File: src/rtl/c16_pkg.sv
// Shared definitions for the c16 memory/writeback stage: executor op codes,
// stage state encoding and the value written back when a load times out.
package c16_pkg;

    typedef enum logic [1:0] {
        OP_WB_ALU = 2'd0,
        OP_LOAD   = 2'd1,
        OP_STORE  = 2'd2,
        OP_NONE   = 2'd3
    } xop_e;

    typedef enum logic [1:0] {
        S_IDLE = 2'd0,
        S_REQ  = 2'd1,
        S_WAIT = 2'd2,
        S_WB   = 2'd3
    } state_e;

    localparam logic [15:0] LOAD_ERR_VALUE = 16'hDEAD;

    // True for ops that need a data-memory access.
    function automatic logic isMemOp(input xop_e op);
        return (op == OP_LOAD) || (op == OP_STORE);
    endfunction

endpackage

File: src/rtl/c16_mem_wb_if.sv
// Signal bundle between executor, memory/writeback stage, data memory and
// register file. The slave modport is the stage's own view; master is the
// view of the surrounding pipeline/environment that drives it.
interface c16_mem_wb_if #(
    parameter int DATA_W = 16,
    parameter int ADDR_W = 16,
    parameter int REG_AW = 3
);
    logic              x_valid;
    logic [1:0]        x_op;
    logic [REG_AW-1:0] x_dest;
    logic [DATA_W-1:0] x_value;
    logic [ADDR_W-1:0] x_addr;
    logic              x_ready;

    logic              dmem_req;
    logic              dmem_we;
    logic [ADDR_W-1:0] dmem_addr;
    logic [DATA_W-1:0] dmem_wdata;
    logic              dmem_gnt;
    logic              dmem_rvalid;
    logic [DATA_W-1:0] dmem_rdata;

    logic              wb_enable;
    logic [REG_AW-1:0] wb_dest;
    logic [DATA_W-1:0] wb_value;

    logic              err;

    modport slave (
        input  x_valid, x_op, x_dest, x_value, x_addr,
        output x_ready,
        output dmem_req, dmem_we, dmem_addr, dmem_wdata,
        input  dmem_gnt, dmem_rvalid, dmem_rdata,
        output wb_enable, wb_dest, wb_value,
        output err
    );

    modport master (
        output x_valid, x_op, x_dest, x_value, x_addr,
        input  x_ready,
        input  dmem_req, dmem_we, dmem_addr, dmem_wdata,
        output dmem_gnt, dmem_rvalid, dmem_rdata,
        input  wb_enable, wb_dest, wb_value,
        input  err
    );

endinterface

File: src/rtl/c16_wait_timer.sv
// Load-response watchdog: counts cycles spent waiting for read data,
// saturates at 255 so it can never wrap back to a small value, and flags
// the cycle in which the count would reach LIMIT.
module c16_wait_timer #(
    parameter int LIMIT = 16
) (
    input  logic clk,
    input  logic reset,
    input  logic i_clear,
    input  logic i_run,
    output logic o_expired
);

    localparam logic [7:0] LIMIT_L = 8'(LIMIT);

    logic [7:0] r_count;
    logic [7:0] w_countNext;

    // Saturating increment of the wait count.
    always_comb begin
        w_countNext = (r_count == 8'hFF) ? r_count : r_count + 8'd1;
    end

    // Count register: cleared on entry to the wait, advanced while waiting.
    always_ff @(posedge clk) begin
        if (reset) begin
            r_count <= 8'd0;
        end else if (i_clear) begin
            r_count <= 8'd0;
        end else if (i_run) begin
            r_count <= w_countNext;
        end
    end

    assign o_expired = i_run && (w_countNext >= LIMIT_L);

endmodule

File: src/rtl/c16_mem_wb.sv
// c16 memory/writeback stage. ALU results are written back one cycle after
// acceptance; loads and stores run a single outstanding req/gnt/rvalid
// access, during which the executor is held off via x_ready.
module c16_mem_wb
    import c16_pkg::*;
#(
    parameter int DATA_W  = 16,
    parameter int ADDR_W  = 16,
    parameter int REG_AW  = 3,
    parameter int TIMEOUT = 16
) (
    input  logic        clk,
    input  logic        reset,
    c16_mem_wb_if.slave bus
);

    state_e            r_state;
    state_e            w_nextState;

    logic              r_isStore;
    logic [ADDR_W-1:0] r_addr;
    logic [DATA_W-1:0] r_wdata;
    logic [REG_AW-1:0] r_dest;

    logic              r_wbEnable;
    logic [REG_AW-1:0] r_wbDest;
    logic [DATA_W-1:0] r_wbValue;
    logic              r_err;

    xop_e              w_op;
    logic              w_accept;
    logic              w_timerClear;
    logic              w_timerRun;
    logic              w_timerExpired;

    assign w_op         = xop_e'(bus.x_op);
    assign w_accept     = bus.x_valid && (r_state == S_IDLE);
    assign w_timerClear = (r_state == S_REQ) && bus.dmem_gnt && !r_isStore;
    assign w_timerRun   = (r_state == S_WAIT) && !bus.dmem_rvalid;

    c16_wait_timer #(
        .LIMIT (TIMEOUT)
    ) u_waitTimer (
        .clk       (clk),
        .reset     (reset),
        .i_clear   (w_timerClear),
        .i_run     (w_timerRun),
        .o_expired (w_timerExpired)
    );

    // State register; reset drops any access in flight.
    always_ff @(posedge clk) begin
        if (reset) begin
            r_state <= S_IDLE;
        end else begin
            r_state <= w_nextState;
        end
    end

    // Next-state decode for the access sequence IDLE -> REQ -> (WAIT -> WB).
    always_comb begin
        w_nextState = r_state;
        case (r_state)
            S_IDLE: begin
                if (w_accept && isMemOp(w_op)) begin
                    w_nextState = S_REQ;
                end
            end
            S_REQ: begin
                if (bus.dmem_gnt) begin
                    w_nextState = r_isStore ? S_IDLE : S_WAIT;
                end
            end
            S_WAIT: begin
                if (bus.dmem_rvalid || w_timerExpired) begin
                    w_nextState = S_WB;
                end
            end
            S_WB: begin
                w_nextState = S_IDLE;
            end
            default: begin
                w_nextState = S_IDLE;
            end
        endcase
    end

    // Request latches, writeback registers and the sticky error flag.
    always_ff @(posedge clk) begin
        if (reset) begin
            r_isStore  <= 1'b0;
            r_addr     <= '0;
            r_wdata    <= '0;
            r_dest     <= '0;
            r_wbEnable <= 1'b0;
            r_wbDest   <= '0;
            r_wbValue  <= '0;
            r_err      <= 1'b0;
        end else begin
            r_wbEnable <= 1'b0;
            case (r_state)
                S_IDLE: begin
                    if (w_accept) begin
                        if (w_op == OP_WB_ALU) begin
                            r_wbEnable <= 1'b1;
                            r_wbDest   <= bus.x_dest;
                            r_wbValue  <= bus.x_value;
                        end else if (isMemOp(w_op)) begin
                            r_isStore <= (w_op == OP_STORE);
                            r_addr    <= bus.x_addr;
                            r_wdata   <= bus.x_value;
                            r_dest    <= bus.x_dest;
                        end
                    end
                end
                S_WAIT: begin
                    if (bus.dmem_rvalid) begin
                        r_wbEnable <= 1'b1;
                        r_wbDest   <= r_dest;
                        r_wbValue  <= bus.dmem_rdata;
                    end else if (w_timerExpired) begin
                        r_wbEnable <= 1'b1;
                        r_wbDest   <= r_dest;
                        r_wbValue  <= DATA_W'(LOAD_ERR_VALUE);
                        r_err      <= 1'b1;
                    end
                end
                default: begin
                end
            endcase
        end
    end

    assign bus.x_ready    = (r_state == S_IDLE);
    assign bus.dmem_req   = (r_state == S_REQ);
    assign bus.dmem_we    = r_isStore;
    assign bus.dmem_addr  = r_addr;
    assign bus.dmem_wdata = r_wdata;
    assign bus.wb_enable  = r_wbEnable;
    assign bus.wb_dest    = r_wbDest;
    assign bus.wb_value   = r_wbValue;
    assign bus.err        = r_err;

endmodule

File: src/flat_wrapper.sv
// flat-port wrapper written by rule: the top's interface ports become plain ports
module c16_mem_wb_flat import c16_pkg::*;
#(
    parameter int DATA_W  = 16,
    parameter int ADDR_W  = 16,
    parameter int REG_AW  = 3,
    parameter int TIMEOUT = 16
)
  (clk, reset, bus_x_valid, bus_x_op, bus_x_dest, bus_x_value, bus_x_addr, bus_x_ready, bus_dmem_req, bus_dmem_we, bus_dmem_addr, bus_dmem_wdata, bus_dmem_gnt, bus_dmem_rvalid, bus_dmem_rdata, bus_wb_enable, bus_wb_dest, bus_wb_value, bus_err);
  c16_mem_wb_if #(.DATA_W(DATA_W), .ADDR_W(ADDR_W), .REG_AW(REG_AW)) bus_i ();
  input  logic clk;
  input  logic reset;
  input wire logic [$bits(bus_i.x_valid)-1:0] bus_x_valid;
  input wire logic [$bits(bus_i.x_op)-1:0] bus_x_op;
  input wire logic [$bits(bus_i.x_dest)-1:0] bus_x_dest;
  input wire logic [$bits(bus_i.x_value)-1:0] bus_x_value;
  input wire logic [$bits(bus_i.x_addr)-1:0] bus_x_addr;
  output wire logic [$bits(bus_i.x_ready)-1:0] bus_x_ready;
  output wire logic [$bits(bus_i.dmem_req)-1:0] bus_dmem_req;
  output wire logic [$bits(bus_i.dmem_we)-1:0] bus_dmem_we;
  output wire logic [$bits(bus_i.dmem_addr)-1:0] bus_dmem_addr;
  output wire logic [$bits(bus_i.dmem_wdata)-1:0] bus_dmem_wdata;
  input wire logic [$bits(bus_i.dmem_gnt)-1:0] bus_dmem_gnt;
  input wire logic [$bits(bus_i.dmem_rvalid)-1:0] bus_dmem_rvalid;
  input wire logic [$bits(bus_i.dmem_rdata)-1:0] bus_dmem_rdata;
  output wire logic [$bits(bus_i.wb_enable)-1:0] bus_wb_enable;
  output wire logic [$bits(bus_i.wb_dest)-1:0] bus_wb_dest;
  output wire logic [$bits(bus_i.wb_value)-1:0] bus_wb_value;
  output wire logic [$bits(bus_i.err)-1:0] bus_err;
  assign bus_i.x_valid = bus_x_valid;
  assign bus_i.x_op = bus_x_op;
  assign bus_i.x_dest = bus_x_dest;
  assign bus_i.x_value = bus_x_value;
  assign bus_i.x_addr = bus_x_addr;
  assign bus_x_ready = bus_i.x_ready;
  assign bus_dmem_req = bus_i.dmem_req;
  assign bus_dmem_we = bus_i.dmem_we;
  assign bus_dmem_addr = bus_i.dmem_addr;
  assign bus_dmem_wdata = bus_i.dmem_wdata;
  assign bus_i.dmem_gnt = bus_dmem_gnt;
  assign bus_i.dmem_rvalid = bus_dmem_rvalid;
  assign bus_i.dmem_rdata = bus_dmem_rdata;
  assign bus_wb_enable = bus_i.wb_enable;
  assign bus_wb_dest = bus_i.wb_dest;
  assign bus_wb_value = bus_i.wb_value;
  assign bus_err = bus_i.err;
  c16_mem_wb #(.DATA_W(DATA_W), .ADDR_W(ADDR_W), .REG_AW(REG_AW), .TIMEOUT(TIMEOUT)) u_core (.clk(clk), .reset(reset), .bus(bus_i));
endmodule
File: config.mk
export PLATFORM = sky130hd
export DESIGN_NAME = c16_mem_wb_flat
export DESIGN_NICKNAME = d
export VERILOG_FILES = /design/src/rtl/c16_pkg.sv /design/src/rtl/c16_mem_wb_if.sv /design/src/rtl/c16_wait_timer.sv /design/src/rtl/c16_mem_wb.sv /design/src/flat_wrapper.sv
export SDC_FILE = /design/constraint.sdc
export NUM_CORES = 1
export LEC_CHECK = 0
export CORE_MARGIN = 2
export CORE_UTILIZATION = 48
export CTS_CLUSTER_DIAMETER = 40
export CTS_CLUSTER_SIZE = 20
export DETAILED_ROUTE_END_ITERATION = 8
export GPL_TIMING_DRIVEN = 0
export PLACE_DENSITY = 0.83
export SLEW_MARGIN = 20
export SYNTH_ARGS = -nofsm -noshare
export SYNTH_HDL_FRONTEND = slang
export SYNTH_HIERARCHICAL = 1
export SYNTH_SLANG_ARGS = --single-unit
File: constraint.sdc
create_clock -name clk -period 3.8 [get_ports clk]
set_input_delay 0.57 -clock clk [delete_from_list [all_inputs] [get_ports clk]]
set_output_delay 0.57 -clock clk [all_outputs]
set_load 0.05 [all_outputs]
; ---- After elaboration in Yosys (flattened, before gate mapping)
; Index checks and enable logic that the tools add are counted.
[word_totals]
ramBits = 0
output_inout_bits = 56
n_memories = 0
register_bits = 67
elab_cells = 65
in_bits = 58
rom_bits = 0
latchBits = 0
[classes]
div = 0
n_reduce_logical = 18
addsub = 1
n_bitwise = 2
multipliers = 0
mux = 21
n_shift = 0
n_eq_ne = 12
n_lt_le_gt_ge = 1
[op_table]
columns = cell, count
row1 = 2-to-1 mux 16 bit, 4
row2 = one-hot mux 16 bit (2 select lines), 1
row3 = 2-to-1 mux 3 bit, 4
row4 = "adder 8 x 1 -> 8 bit, second input constant", 1
row5 = "equality test 8 bit, second input constant", 1
row6 = "greater-or-equal comparator 8 x 5 -> 1 bit, second input constant", 1
row7 = 2-to-1 mux 2 bit, 4
row8 = 2-to-1 mux 8 bit, 1
row9 = "!= test 2 x 1 -> 1 bit, second input constant", 4
row10 = one-hot mux 2 bit (4 select lines), 1
row11 = AND reduction 4 bit, 2
row12 = "equality test 2 bit, second input constant", 3
row13 = logical AND 1 bit, 6
row14 = one-hot mux 3 bit (2 select lines), 1
row15 = AND reduction 3 bit, 2
row16 = "equality test 2 x 1 -> 1 bit, second input constant", 2
row17 = zero test 2 bit, 2
row18 = 2-to-1 mux 1 bit, 4
row19 = "!= test 3 x 2 -> 1 bit, second input constant", 1
row20 = zero test 1 bit, 2
row21 = logical OR 1 bit, 2
row22 = "!= test 2 bit, second input constant", 1
row23 = NOT 1 bit, 2
row24 = one-hot mux 1 bit (2 select lines), 1
row25 = other kinds (2), 2

; ---- Depth between registers and ports, before layout
; Gate-level depths: netlist (run 1).
[logic_depth]
depth_word = 7
depth_mapped = 10
mapped_depth_nobuf = 8

; ---- Hierarchy
; Netlist (run 1), hierarchy kept.
[modules_own_cells]
columns = mod, seq_area_each_um2, n_inst, area_each_um2, cells_per_inst
row1 = c16_mem_wb, 1181.1, 1, 2606.2, 293
row2 = c16_wait_timer, 160.2, 1, 446.7, 50

; ---- Worst setup path before layout (run 1)
; OpenSTA, ideal clock, no wires.
[synth_timing]
kind = register to register
start = register u_core.u_waitTimer.r_count[0]
end = register u_core.r_wbValue[0], in the netlist u_core/bus.wb_value[0]
setup_slack_ns = 1.658
setup_ns = 0.071
t_required_ns = 3.729
path_buffers = 1
t_arrival_ns = 2.071
stages_incl_launch_ff = 10
period_less_slack_ns = 2.142
cell_sequence = dfxtp_1 ha_1 or2b_1 mux2_4 o41a_1 o21ai_2 a21o_1 buf_2 nand2_1 a21oi_1
[synth_between]
elab_chain_cells = 6
elab_cells_between_ends = 7
cone_classes = add/sub: 1 / order compare: 1 / eq/ne: 2 / mux: 1 / reduce/logical: 2
[synth_lines]
columns = element, line
row1 = from (decl), c16_wait_timer.sv:16  ; logic [7:0] r_count;
row2 = from (signal assigned), c16_wait_timer.sv:31  ; r_count <= w_countNext;
row3 = adder 8 x 1 -> 8 bit or equality test 8 bit (tied branches), c16_wait_timer.sv:21  ; w_countNext = (r_count == 8'hFF) ? r_count : r_count + 8'd1;
row4 = 2-to-1 mux 8 bit (*), c16_wait_timer.sv:21
row5 = greater-or-equal comparator 8 x 5 -> 1 bit (*), c16_wait_timer.sv:35  ; assign o_expired = i_run && (w_countNext >= LIMIT_L);
row6 = logical AND 1 bit (*), c16_wait_timer.sv:35
row7 = via u_core.w_timerExpired, c16_mem_wb.sv:34  ; logic w_timerExpired;
row8 = != test 3 x 2 -> 1 bit (no line) (*), n/a
row9 = AND reduction 4 bit (no line) (*), n/a
row10 = to (signal assigned), c16_mem_wb.sv:107  ; r_wbValue <= bus.x_value;
row11 = to (signal assigned), c16_mem_wb.sv:120  ; r_wbValue <= bus.dmem_rdata;
row12 = to (signal assigned), c16_mem_wb.sv:124  ; r_wbValue <= DATA_W'(LOAD_ERR_VALUE);
row13 = to (decl), c16_mem_wb.sv:27  ; logic [DATA_W-1:0] r_wbValue;
; Mark *: on every way through the listed nets, which the timed path passes. The rest lies on a longest branch.
; A chain may end at the register's enable or synchronous reset.

; ---- Final worst setup path (run 1)
[layout_timing]
start = register u_core.r_state[0]
end = register u_core.r_wbValue[8], in the netlist u_core/bus.wb_value[8]
[layout_between]
elab_chain_cells = 5
elab_cells_between_ends = 11
cone_classes = eq/ne: 4 / mux: 1 / reduce/logical: 6
[layout_lines]
columns = element, line
row1 = from (decl), c16_mem_wb.sv:17  ; state_e r_state;
row2 = from (signal assigned), c16_mem_wb.sv:56  ; r_state <= w_nextState;
row3 = equality test 2 bit, c16_mem_wb.sv:39  ; assign w_timerRun = (r_state == S_WAIT) && !bus.dmem_rvalid;
row4 = logical AND 1 bit, c16_mem_wb.sv:39
row5 = via u_core.w_timerRun, c16_mem_wb.sv:33  ; logic w_timerRun;
row6 = logical AND 1 bit, c16_wait_timer.sv:35
row7 = via u_core.w_timerExpired, c16_mem_wb.sv:34
row8 = != test 3 x 2 -> 1 bit (no line), n/a
row9 = AND reduction 4 bit (no line), n/a
; The timed path passes the listed nets, and every way through them passes these cells.

==> summary.txt, run 1 <==
Run status
  • Result of the run: completed

Timing
  • Maximum frequency from static timing analysis: about 0.39 GHz
  • Final Hold Viols: 0
  • Relative slew margins: 0.513
  • Max-slew violation count: 0
  • RSZ-0062 raised after global routing: no
  • Post-Route Skew: 0.00789 ns
  • Post-layout minimum cycle time: approximately 2.6 ns
  • Number of setup violations in the final report: 0
  • Setup Total Neg Slack: 0 ns
  • Slew of the pin with the lowest slew margin: approximately 0.73 ns
  • Crit share post-route: 0.683

Yosys
  • Syn avg cell area: slightly below 9 sq um
  • Fraction of registers with async set or reset after synthesis: 0
  • Count of mapped cells out of synthesis: 343
  • Portion of the post-synthesis area used by sequential elements: 0.439
  • Cell Area, Synth: ~3100 sq um
  • Ys flop type: sky130_fd_sc_hd__dfxtp_1
  • Yosys warning total: 6
  • Flip-flop and latch count after synthesis: 67
  • Number of synthesized flops with an enable pin: 0
  • Count of cell types in the netlist: 44
  • Synthesized netlist net count: 404

Die
  • Standard-cell row count: 29
  • Initial core utilization: 0.489
  • Vertical die dimension: between 80 and 90 um
  • X dimension of the die: between 80 and 90 um
  • Std-Cell Core Area: approximately 6200 sq um
  • Floorplan die area: between 7000 and 8000 sq um
  • Boundary pin count: ~110

Setup path
  • End of the worst register-to-register path: u_core/bus.wb_value[8]$_SDFFE_PP0P_
  • Crit path kind: reg2reg
  • Arrival @ worst endpoint: roughly 2.9 ns
  • Setup crit end: u_core/bus.wb_value[8]$_SDFFE_PP0P_
  • Critical Path Start Type: register
  • Critical Path Source: u_core/r_state[0]$_SDFFE_PP0P_
  • Register-to-Register Setup Slack: about 1.2 ns
  • Setup crit end kind: register
  • Worst r2r src: u_core/r_state[0]$_SDFFE_PP0P_
  • Required time at the endpoint of the critical path: 4.05 ns
  • Maximum fanout count along the critical path: 10
  • Number of cells on the worst reg-to-reg path: 10

Hold path
  • Class of the worst hold path: reg2reg

Routing
  • Via Count: a little under 3000
  • Via density: ~5.3
  • Wire length per cell: 15.4 um
  • Post-detailed-route count of antenna-violating nets: 0
  • Total routed wirelength: 8450 um
  • Detailed router's first-iteration violation count: 100
  • Number of iterations in the first detailed-routing pass: 4
  • DRC violation count after routing: 0

Power
  • Portion of total power attributed to the clock network: 0.359
  • Relative contribution of combinational cells to total power: 0.233
  • Reg power frac: 0.407
  • Leakage: between 1.5 and 2 nW
  • Share of total power consumed by net switching: 0.297
  • Switching component of the power: around 0.55 mW
  • Internal Pwr Total: about 1.3 mW
  • Peak ir drop on the vdd network: between 0.0003 and 0.0004 V
  • Power density normalized to cell area: 415 nW/um^2

Clock network
  • Sink Count: 67
  • Inserted Clock Buffers: 9
  • Clock-pin slew on the worst setup and hold paths: 0.07 ns
  • Deepest level of the CTS H-tree: 3
  • Bufs on Longest Clock Path: 2
  • TritonCTS clock tree: yes
  • Clock root buffer: sky130_fd_sc_hd__clkbuf_8
  • Number of buffers inserted by post-CTS setup repair: 0
  • Clock latency on the worst-skew pair: 0.34 ns
  • Number of cells upsized or downsized after cts: 0
  • Count of hold-fix buffers inserted at cts: 0

Final layout
  • Utilization of the core after routing: 0.721
  • Fraction of final layout cells sized beyond drive strength 1: 0.219
  • Synth-to-Final Area Change: 47.3%
  • Final nets: around 530
  • Count of placed standard cells in the final layout, fillers left out: about 550
  • Antenna diodes: 0
  • Filler Cell Count: between 500 and 600

Place
  • Input/output buffers: roughly 110
  • Routability-driven placement congestion ratio: 0.845
  • Placed wire-length estimate: 6110 um
  • Inst Count DP: 532

Global routing
  • Number of global-route vias before repair: ~2900
  • Global router's overall resource usage: 0.246
  • Total global routing overflow: 0
  • Global-route wire length before repair: around 14000 um
  • Number of antenna violations at the first check in global routing: 0
  • Maximum number of pins on one net before global-route repair: 12

Flow run
  • Max-cap violation count: 0
## metrics by stage
stage	total power, mW	setup WS, ns	hold slack [ns]	cell area, sq um
5_1_grt	1.94	1.04	0.475	4500
3_5_place_dp	1.21	1.26	0.444	4270
3_3_place_gp	1.20	1.33	0.439	4270
2_1_floorplan	1.04	1.66	0.442	3050
6_report	1.87	1.20	0.451	4500
4_1_cts	1.88	1.21	0.454	4500
## power groups by stage
stage	Combinational (mW)	Sequential [mW]	Clock, mW
3_5_place_dp	0.434	0.777	0
4_1_cts	0.436	0.761	0.685
2_1_floorplan	0.154	0.887	0
6_report	0.436	0.761	0.671
3_3_place_gp	0.428	0.776	0
5_1_grt	0.460	0.766	0.713
## logic make-up (layout without fill, tap and decap cells)
group | count (synthesis) | in the layout | share of synthesized area
XOR/XNOR | 2 | 2 | 0.00574
buffers and inverters | 28 | 156 | 0.0545
multiplexers | 1 | 1 | 0.00492
AND/OR/NAND/NOR | 154 | 154 | 0.266
AO/OA/AOI/OAI | 88 | 88 | 0.217
flip-flops | 67 | 67 | 0.439
adder cells (fa/ha/maj) | 3 | 3 | 0.0123
## routing by layer
layer / up-vias / track usage / share of wire
li1: 1425 / - / -
met3: 17 / 0.0673 / 0.073
met1: 1366 / 0.290 / 0.41
met4: 0 / 0.101 / 0.024
met5: - / 0 / 0
met2: 102 / 0.420 / 0.49
## worst min path at each step
| stage | from | endpoint | depth (start not counted) |
|---|---|---|---|
| after floorplan | u_core/r_dest[0]$_SDFFE_PP0P_ | u_core/r_dest[0]$_SDFFE_PP0P_ | 2 |
| after global placement | u_core/bus.wb_value[3]$_SDFFE_PP0P_ | u_core/bus.wb_value[3]$_SDFFE_PP0P_ | 2 |
| after detailed placement | u_core/bus.wb_value[15]$_SDFFE_PP0P_ | u_core/bus.wb_value[15]$_SDFFE_PP0P_ | 2 |
| after CTS | u_core/bus.wb_value[15]$_SDFFE_PP0P_ | u_core/bus.wb_value[15]$_SDFFE_PP0P_ | 2 |
| after global routing | u_core/bus.dmem_addr[6]$_SDFFE_PP0P_ | u_core/bus.dmem_addr[6]$_SDFFE_PP0P_ | 2 |
| final | u_core/bus.wb_value[15]$_SDFFE_PP0P_ | u_core/bus.wb_value[15]$_SDFFE_PP0P_ | 2 |
## flip-flops by register name, indices dropped and copies added (netlist names), 3 cells and up, named ones only
signal and flops:
u_core/bus.dmem_addr 16, u_core/bus.dmem_wdata 16, u_core/bus.wb_value 16, u_core/u_waitTimer/r_count 8, u_core/bus.wb_dest 3, u_core/r_dest 3
## cell usage in the layout, fill, tap and decap left out, drive strengths merged, types with 3 or more instances in the layout
master	count
nor2	16
a21oi	52
nand2	98
nor3	3
clkbuf	18
a311oi	8
inv	4
dfxtp	67
ha	3
nand3b	13
o21ai	10
buf	18
nand3	11
clkdlybuf4s50	112
o211ai	12
## final cells by class
type                            instances  area [sq um]  share of cell area
Timing Repair Buffer                  112          1120               0.249
Buffer                                 24           151              0.0337
Clock buffer                           12           155              0.0345
Clock inverter                          4          72.6              0.0161
Tap cell                               77          96.3              0.0214
Inverter                                4          15.0             0.00334
Sequential cell                        67          1340               0.298
Multi-Input combinational cell        248          1550               0.344
## synth_stat cells, types with 3 or more instances
cell type,n,area (sq um)
sky130_fd_sc_hd__nand2_1,68,255
sky130_fd_sc_hd__dfxtp_1,67,1340
sky130_fd_sc_hd__a21oi_2,30,263
sky130_fd_sc_hd__nand2_2,30,188
sky130_fd_sc_hd__a21oi_1,21,105
sky130_fd_sc_hd__nor2_1,16,60.1
sky130_fd_sc_hd__o211ai_1,12,90.1
sky130_fd_sc_hd__nand3_1,11,55.1
sky130_fd_sc_hd__nand3b_1,11,82.6
sky130_fd_sc_hd__buf_2,10,50.1
sky130_fd_sc_hd__o21ai_0,8,40.0
sky130_fd_sc_hd__a311oi_1,7,61.3
sky130_fd_sc_hd__buf_6,6,67.6
sky130_fd_sc_hd__clkbuf_1,6,22.5
sky130_fd_sc_hd__inv_1,4,15.0
sky130_fd_sc_hd__ha_1,3,37.5
## critical path, stage by stage, from the launching register on
cell                       delay (ns)
sky130_fd_sc_hd__dfxtp_1         0.31
sky130_fd_sc_hd__buf_2           0.19
sky130_fd_sc_hd__nand2b_1        0.16
sky130_fd_sc_hd__buf_2           0.19
sky130_fd_sc_hd__nor2_1          0.42
sky130_fd_sc_hd__o41a_1          0.30
sky130_fd_sc_hd__o21ai_2         0.10
sky130_fd_sc_hd__a21oi_4         0.33
sky130_fd_sc_hd__buf_6           0.20
sky130_fd_sc_hd__nor2_1          0.06
sky130_fd_sc_hd__a311oi_2        0.22
Note: power is estimated with default switching activity, not from simulation.
==> run 2, diff against run 1 <==
--- a/config.mk
+++ b/config.mk
@@ -6,12 +6,12 @@
 export NUM_CORES = 1
 export LEC_CHECK = 0
 export CORE_MARGIN = 2
-export CORE_UTILIZATION = 48
+export CORE_UTILIZATION = 40
 export CTS_CLUSTER_DIAMETER = 40
 export CTS_CLUSTER_SIZE = 20
 export DETAILED_ROUTE_END_ITERATION = 8
 export GPL_TIMING_DRIVEN = 0
-export PLACE_DENSITY = 0.83
+export PLACE_DENSITY = 0.73
 export SLEW_MARGIN = 20
 export SYNTH_ARGS = -nofsm -noshare
 export SYNTH_HDL_FRONTEND = slang
==> constraint.sdc (replaced) <==
create_clock -name clk -period 2.1 [get_ports clk]
set_input_delay 0.315 -clock clk [delete_from_list [all_inputs] [get_ports clk]]
set_output_delay 0.315 -clock clk [all_outputs]
set_load 0.05 [all_outputs]
==> run 2 against run 1 <==
Against the previous run:
- the flow now finishes with violations (negative setup slack)
- total power grew 83%
- sequential share of layout area is 1.6 points lower
- first-iteration DRC count rose by 12%
- critical path depth did not move
- clock power increased by 77%
- count of clock-buffer cells in the layout is the same
- register-to-register slack worse by 1.4 ns
- final cell count rose by 6.4%
- combinational power rose by 93%
- critical endpoint is now u_core/bus.wb_value[9]$_SDFFE_PP0P_
- highest routed layer unchanged
==> summary.txt, run 2 (synthesized netlist as in run 1, its figures left out) <==
Run status
  • Result of the run: finished with violations
  • Violated checks: negative setup slack

Timing
  • Relative slew margins: 0.515
  • Crit share post-route: 1.07
  • Final Hold Viols: 0
  • Final worst setup slack: -0.149 ns
  • Post-Route Skew: ~0.009 ns
  • Max-slew violation count: 0
  • Slew of the pin with the lowest slew margin: around 0.73 ns
  • Post-layout minimum cycle time: 2.25 ns
  • Number of setup violations in the final report: 21
  • Maximum frequency from static timing analysis: 0.445 GHz
  • RSZ-0062 raised after global routing: yes

Place
  • Input/output buffers: between 100 and 150
  • Inst Count DP: around 550
  • Pre-CTS worst setup slack: -0.285 ns
  • Placed wire-length estimate: between 6000 and 7000 um
  • Placed inst area: around 4300 sq um
  • Routability-driven placement congestion ratio: between 0.8 and 0.9

Hold path
  • Class of the worst hold path: in2reg

Routing
  • Detailed router's first-iteration violation count: between 100 and 150
  • Number of iterations in the first detailed-routing pass: 4
  • Wire length per cell: approximately 15 um
  • Via density: roughly 5.1
  • Via Count: 2974
  • Total routed wirelength: approximately 9000 um
  • DRC violation count after routing: 0
  • Post-detailed-route count of antenna-violating nets: 0

Power
  • Total power: 3.41 mW
  • Switching component of the power: just over 1 mW
  • Reg power frac: 0.404
  • Internal Pwr Total: approximately 2.4 mW
  • Relative contribution of combinational cells to total power: 0.247
  • Power density normalized to cell area: 714 nW/um^2
  • Peak ir drop on the vdd network: between 0.0003 and 0.0004 V
  • Leakage: around 1.7 nW
  • Share of total power consumed by net switching: 0.303
  • Portion of total power attributed to the clock network: 0.349

Clock network
  • Deepest level of the CTS H-tree: 3
  • Clock root buffer: sky130_fd_sc_hd__clkbuf_8
  • Bufs on Longest Clock Path: 2
  • Count of hold-fix buffers inserted at cts: 0
  • Clock-pin slew on the worst setup and hold paths: 0.08 ns
  • TritonCTS clock tree: yes
  • Inserted Clock Buffers: 9
  • Clock latency on the worst-skew pair: around 0.33 ns
  • Sink Count: 67

Final layout
  • Filler Cell Count: 610
  • Fraction of final layout cells sized beyond drive strength 1: 0.289
  • Synth-to-Final Area Change: 56.6%
  • Antenna diodes: 0
  • Leading cell type in the layout, fill and taps excluded: sky130_fd_sc_hd__clkdlybuf4s50_1
  • Commonest cells after routing, fill and taps aside: sky130_fd_sc_hd__clkdlybuf4s50_1, sky130_fd_sc_hd__nand2_1, sky130_fd_sc_hd__dfxtp_1
  • Final instance area: between 4000 and 5000 sq um
  • Utilization of the core after routing: 0.652
  • Final nets: 540
  • Count of placed standard cells in the final layout, fillers left out: ~580

Setup path
  • Maximum fanout count along the critical path: 6
  • Setup crit end kind: register
  • Critical-path cell list: ha_4 > or2b_1 > mux2_4 > o41a_1 > o21ai_2 > buf_6 > a21oi_4 > buf_4 > o211ai_1 > a21oi_1
  • Arrival @ worst endpoint: roughly 2.4 ns
  • Worst path buffer plus inverter count: 2
  • Critical Path Start Type: register
  • Crit path max-delay family: compound AO/OA/AOI/OAI gates
  • Required time at the endpoint of the critical path: 2.29 ns
  • Cell with the largest stage delay on the worst path: sky130_fd_sc_hd__dfxtp_4
  • Slowest cell delay on critical path: roughly 0.36 ns
  • Crit path kind: reg2reg

Flow run
  • Max-cap violation count: 0

Global routing
  • Number of global-route vias before repair: between 2000 and 3000
  • Number of antenna violations at the first check in global routing: 0
  • Global-route wire length before repair: 13800 um
  • Maximum number of pins on one net before global-route repair: 12
  • Met3 track demand over resource: 0.0432
  • Total global routing overflow: 0
  • Most congested layer reported by global routing: met2
  • Met2 track demand over resource in global routing: 0.343
  • Global router's overall resource usage: 0.207
  • Fraction of met1 tracks used by global routing: 0.261

Die
  • Boundary pin count: 114
  • X dimension of the die: just over 90 um
  • Std-Cell Core Area: roughly 7300 sq um
  • Floorplan die area: between 8000 and 9000 sq um
  • Vertical die dimension: 91.4 um
  • Initial core utilization: 0.416
  • Standard-cell row count: 31
run 2: changes by cell type in the layout (fill, tap and decap cells not counted), moves of 3 or more:
| cell | change |
|---|---|
| sky130_fd_sc_hd__buf_4 | +9 |
| sky130_fd_sc_hd__buf_6 | +7 |
| sky130_fd_sc_hd__nor2_1 | -7 |
| sky130_fd_sc_hd__a311oi_1 | -6 |
| sky130_fd_sc_hd__a311oi_2 | +6 |
| sky130_fd_sc_hd__dfxtp_1 | -5 |
| sky130_fd_sc_hd__nor2_4 | +5 |
| sky130_fd_sc_hd__dfxtp_2 | +4 |
| sky130_fd_sc_hd__buf_2 | -3 |
run 2: layout make-up:
cell class / instances / area, sq um / area share
plain buffers: 24 / 166 / 0.0348
clock buffers: 12 / 145 / 0.0304
clock inverters: 4 / 73.8 / 0.0154
inverters: 4 / 15.0 / 0.00314
multi-input cells: 248 / 1670 / 0.350
flip-flops and latches: 67 / 1350 / 0.282
well taps: 99 / 124 / 0.0259
repair buffers: 125 / 1230 / 0.258
run 2: path summary, 6_finish.rpt:
kind | cells after the start | slack, ns | endpoint | start
worst max-delay path | 10 | -0.15 | u_core/bus.wb_value[9]$_SDFFE_PP0P_ | u_core/u_waitTimer/r_count[1]$_SDFFE_PP0P_
worst max register to register | 10 | -0.15 | u_core/bus.wb_value[9]$_SDFFE_PP0P_ | u_core/u_waitTimer/r_count[1]$_SDFFE_PP0P_
worst min register to register | 2 | 0.46 | u_core/bus.wb_value[10]$_SDFFE_PP0P_ | u_core/bus.wb_value[10]$_SDFFE_PP0P_
worst min-delay path | 3 | 0.43 | u_core/bus.wb_value[8]$_SDFFE_PP0P_ | bus_dmem_rvalid
run 2: timing repair:
| action | in CTS | in global routing |
|---|---|---|
| hold endpoints to repair | 0 | 0 |
| gates resized for setup | 14 | 36 |
| pin swaps | 12 | 14 |
| endpoints found under the setup margin | 22 | 21 |
| cloned | 1 | 2 |
| buffers inserted | 8 | 2 |
run 2: worst reg2reg max path: stages, from the launching register on:
cell and delay [ns]:
sky130_fd_sc_hd__dfxtp_4 0.36, sky130_fd_sc_hd__ha_4 0.15, sky130_fd_sc_hd__or2b_1 0.21, sky130_fd_sc_hd__mux2_4 0.27, sky130_fd_sc_hd__o41a_1 0.36, sky130_fd_sc_hd__o21ai_2 0.20
sky130_fd_sc_hd__buf_6 0.13, sky130_fd_sc_hd__a21oi_4 0.08, sky130_fd_sc_hd__buf_4 0.18, sky130_fd_sc_hd__o211ai_1 0.08, sky130_fd_sc_hd__a21oi_1 0.09
run 2: power by group through the flow:
stage	Clock [mW]	Combinational, mW	Sequential [mW]
final	1.19	0.842	1.38
after global routing	1.28	0.888	1.39
after CTS	1.21	0.806	1.38
after detailed placement	0	0.784	1.41
after global placement	0	0.782	1.40
after floorplan	0	0.280	1.61
run 2: per-stage QoR:
step | hold slack, ns | TNS (ns)
after CTS | 0.419 | -1.57
after global placement | 0.439 | -5.63
final | 0.431 | -2.40
after detailed placement | 0.446 | -5.77
after global routing | 0.428 | -3.92
after floorplan | 0.442 | 0
run 2: layer usage:
metal  vias to the layer above  routed length (um)  part of all wire
met2                       121                4340              0.49
met1                      1381                3740              0.42
met4                         0                 201             0.023
met3                        19                 602             0.068
met5                         -                   0                 0
li1                       1453                   -                 -
==> run 3, diff against run 2 <==
==> constraint.sdc (replaced) <==
create_clock -name clk -period 1.8 [get_ports clk]
set_input_delay 0.27 -clock clk [delete_from_list [all_inputs] [get_ports clk]]
set_output_delay 0.27 -clock clk [all_outputs]
set_load 0.05 [all_outputs]
==> run 3 against run 2 <==
Against the previous run:
- the run still ends with negative setup slack left
- sequential share of layout area is 0.61 points lower
- final cell count is 0.17% higher
- clock power rose by 21%
- count of clock-buffer cells in the layout shrank 2
- utilization grew 1.2 points
- maximum frequency grew 1.1%
- global-route usage grew 0.59 points
- non-clock buffer count rose by 1
- flip-flop and latch count did not move
- total power is 18% higher
- critical endpoint is now u_core/bus.wb_value[12]$_SDFFE_PP0P_
- highest routed layer unchanged
==> summary.txt, run 3 (synthesized netlist as in run 1, its figures left out) <==
Clock network
  • Bufs on Longest Clock Path: 2
  • Inserted Clock Buffers: 9
  • TritonCTS clock tree: yes
  • Clock-pin slew on the worst setup and hold paths: roughly 0.070 ns
  • Clock root buffer: sky130_fd_sc_hd__clkbuf_8
  • Count of hold-fix buffers inserted at cts: 0
  • Clock latency on the worst-skew pair: 0.34 ns
  • Sink Count: between 60 and 70
  • Deepest level of the CTS H-tree: 3

Global routing
  • Number of global-route vias before repair: ~3000
  • Global router's overall resource usage: 0.213
  • Number of antenna violations at the first check in global routing: 0
  • Met3 track demand over resource: 0.0589
  • Fraction of met1 tracks used by global routing: 0.254
  • Global-route wire length before repair: approximately 14000 um
  • Met2 track demand over resource in global routing: 0.374
  • Total global routing overflow: 0
  • Most congested layer reported by global routing: met2
  • Maximum number of pins on one net before global-route repair: 14

Setup path
  • End of the worst register-to-register path: u_core/bus.wb_value[12]$_SDFFE_PP0P_
  • Register-to-Register Setup Slack: -0.42 ns
  • Critical Path Source: u_core/u_waitTimer/r_count[1]$_SDFFE_PP0P_
  • Arrival @ worst endpoint: between 2 and 2.5 ns
  • Setup crit end: u_core/bus.wb_value[12]$_SDFFE_PP0P_
  • Crit path kind: reg2reg
  • Worst r2r src: u_core/u_waitTimer/r_count[1]$_SDFFE_PP0P_
  • Setup crit end kind: register
  • Maximum fanout count along the critical path: 6
  • Number of cells on the worst reg-to-reg path: 9
  • Critical Path Start Type: register
  • Required time at the endpoint of the critical path: ~2.0 ns

Die
  • Standard-cell row count: 31
  • Boundary pin count: ~110
  • X dimension of the die: between 90 and 100 um
  • Floorplan die area: between 8000 and 9000 sq um
  • Std-Cell Core Area: between 7000 and 8000 sq um
  • Vertical die dimension: about 91 um
  • Initial core utilization: 0.416

Routing
  • Total routed wirelength: slightly below 9000 um
  • Number of iterations in the first detailed-routing pass: 4
  • Via density: 5.08
  • Wire length per cell: ~15 um
  • DRC violation count after routing: 0
  • Post-detailed-route count of antenna-violating nets: 0
  • Detailed router's first-iteration violation count: between 100 and 150
  • Via Count: between 2000 and 3000

Final layout
  • Final nets: 541
  • Final instance area: between 4000 and 5000 sq um
  • Leading cell type in the layout, fill and taps excluded: sky130_fd_sc_hd__nand2_1
  • Filler Cell Count: 601
  • Synth-to-Final Area Change: 59.5%
  • Commonest cells after routing, fill and taps aside: sky130_fd_sc_hd__nand2_1, sky130_fd_sc_hd__clkdlybuf4s50_1, sky130_fd_sc_hd__dfxtp_1
  • Antenna diodes: 0
  • Fraction of final layout cells sized beyond drive strength 1: 0.305

Power
  • Peak ir drop on the vdd network: between 0.0004 and 0.0005 V
  • Leakage: approximately 2.3 nW
  • Power density normalized to cell area: 826 nW/um^2
  • Total power: 4.02 mW

Timing
  • Slew of the pin with the lowest slew margin: 0.756 ns
  • Final worst setup slack: -0.425 ns
  • Max-slew violation count: 0
  • Number of setup violations in the final report: 21
  • Maximum frequency from static timing analysis: 0.450 GHz
  • Post-layout minimum cycle time: around 2.2 ns
  • Relative slew margins: 0.496
  • Post-Route Skew: between 0.01 and 0.015 ns
  • Final Hold Viols: 0
  • RSZ-0062 raised after global routing: yes
  • Crit share post-route: 1.24

Place
  • Placed wire-length estimate: between 6000 and 7000 um
  • Input/output buffers: between 100 and 150
  • Placed inst area: around 4300 sq um
  • Routability-driven placement congestion ratio: between 0.7 and 0.8

Run status
  • Result of the run: finished with violations
  • Violated checks: negative setup slack

Hold path
  • Class of the worst hold path: in2reg

Flow run
  • Max-cap violation count: 0
run 3: cell types whose count changed in the layout (fill, tap and decap cells not counted), sizes merged, moves of 2 or more:
cell,before,now
dlymetal6s2s,0,35
clkbuf,18,16
clkdlybuf4s50,110,66
dlygate4sd2,2,10
inv,4,7
run 3: routing by layer:
| layer | vias up | wire length [um] |
|---|---|---|
| li1 | 1452 | - |
| met1 | 1429 | 3770 |
| met2 | 77 | 4520 |
| met3 | 8 | 464 |
| met4 | 0 | 87 |
| met5 | - | 0 |
run 3: area by class of cell:
class | instances | area, sq um | share of cell area
Inverter | 4 | 15.0 | 0.00308
Multi-Input combinational cell | 248 | 1670 | 0.343
Tap cell | 99 | 124 | 0.0254
Timing Repair Buffer | 127 | 1320 | 0.271
Clock buffer | 10 | 138 | 0.0283
Clock inverter | 6 | 95.1 | 0.0195
Sequential cell | 67 | 1350 | 0.276
Buffer | 23 | 160 | 0.0329
run 3: worst min path at each step:
| stage | to | cells after the start | slack (ns) | from |
|---|---|---|---|---|
| after floorplan | u_core/bus.dmem_addr[10]$_SDFFE_PP0P_ | 2 | 0.41 | bus_x_addr[10] |
| after global placement | u_core/bus.wb_value[14]$_SDFFE_PP0P_ | 2 | 0.44 | u_core/bus.wb_value[14]$_SDFFE_PP0P_ |
| after detailed placement | u_core/bus.wb_value[15]$_SDFFE_PP0P_ | 2 | 0.44 | u_core/bus.wb_value[15]$_SDFFE_PP0P_ |
| after CTS | u_core/bus.wb_value[8]$_SDFFE_PP0P_ | 3 | 0.37 | bus_dmem_rvalid |
| after global routing | u_core/bus.wb_value[8]$_SDFFE_PP0P_ | 3 | 0.39 | bus_dmem_rvalid |
| final | u_core/bus.wb_value[8]$_SDFFE_PP0P_ | 3 | 0.38 | bus_dmem_rvalid |
run 3: stage by stage:
| stage | setup TNS [ns] | std cells | utilization | hold WS [ns] | setup WS (ns) |
|---|---|---|---|---|---|
| finish | -8.27 | 584 | 0.664 | 0.380 | -0.425 |
| global route | -9.85 | 584 | 0.664 | 0.393 | -0.506 |
| CTS | -7.15 | 583 | 0.641 | 0.369 | -0.388 |
| detailed placement | -21.73 | 554 | 0.590 | 0.444 | -0.588 |
| global placement | -20.61 | 554 | 0.590 | 0.440 | -0.566 |
| floorplan | -4.77 | 343 | - | 0.406 | -0.267 |
run 3: repair_timing:
item	in CTS	in global routing
setup buffers	11	2
endpoints found under the setup margin	44	89
pin swaps	12	3
cloned	2	0
resized for setup	28	57
run 3: worst max-delay path: stages (launching register included):
cell and delay [ns]:
sky130_fd_sc_hd__dfxtp_2 0.34, sky130_fd_sc_hd__ha_4 0.16, sky130_fd_sc_hd__or2b_1 0.21, sky130_fd_sc_hd__mux2_4 0.27
sky130_fd_sc_hd__o41a_1 0.38, sky130_fd_sc_hd__o21ai_2 0.24, sky130_fd_sc_hd__a21oi_4 0.14, sky130_fd_sc_hd__buf_6 0.16
sky130_fd_sc_hd__o211ai_1 0.12, sky130_fd_sc_hd__a21oi_2 0.08
run 3: report_power, final:
part	internal [mW]	switching (mW)	leakage, nW	total, mW
logic	0.387	0.586	1.65	0.973
registers	1.56	0.0471	0.546	1.61
clock network	0.835	0.608	0.118	1.44
total	2.78	1.24	2.32	4.02
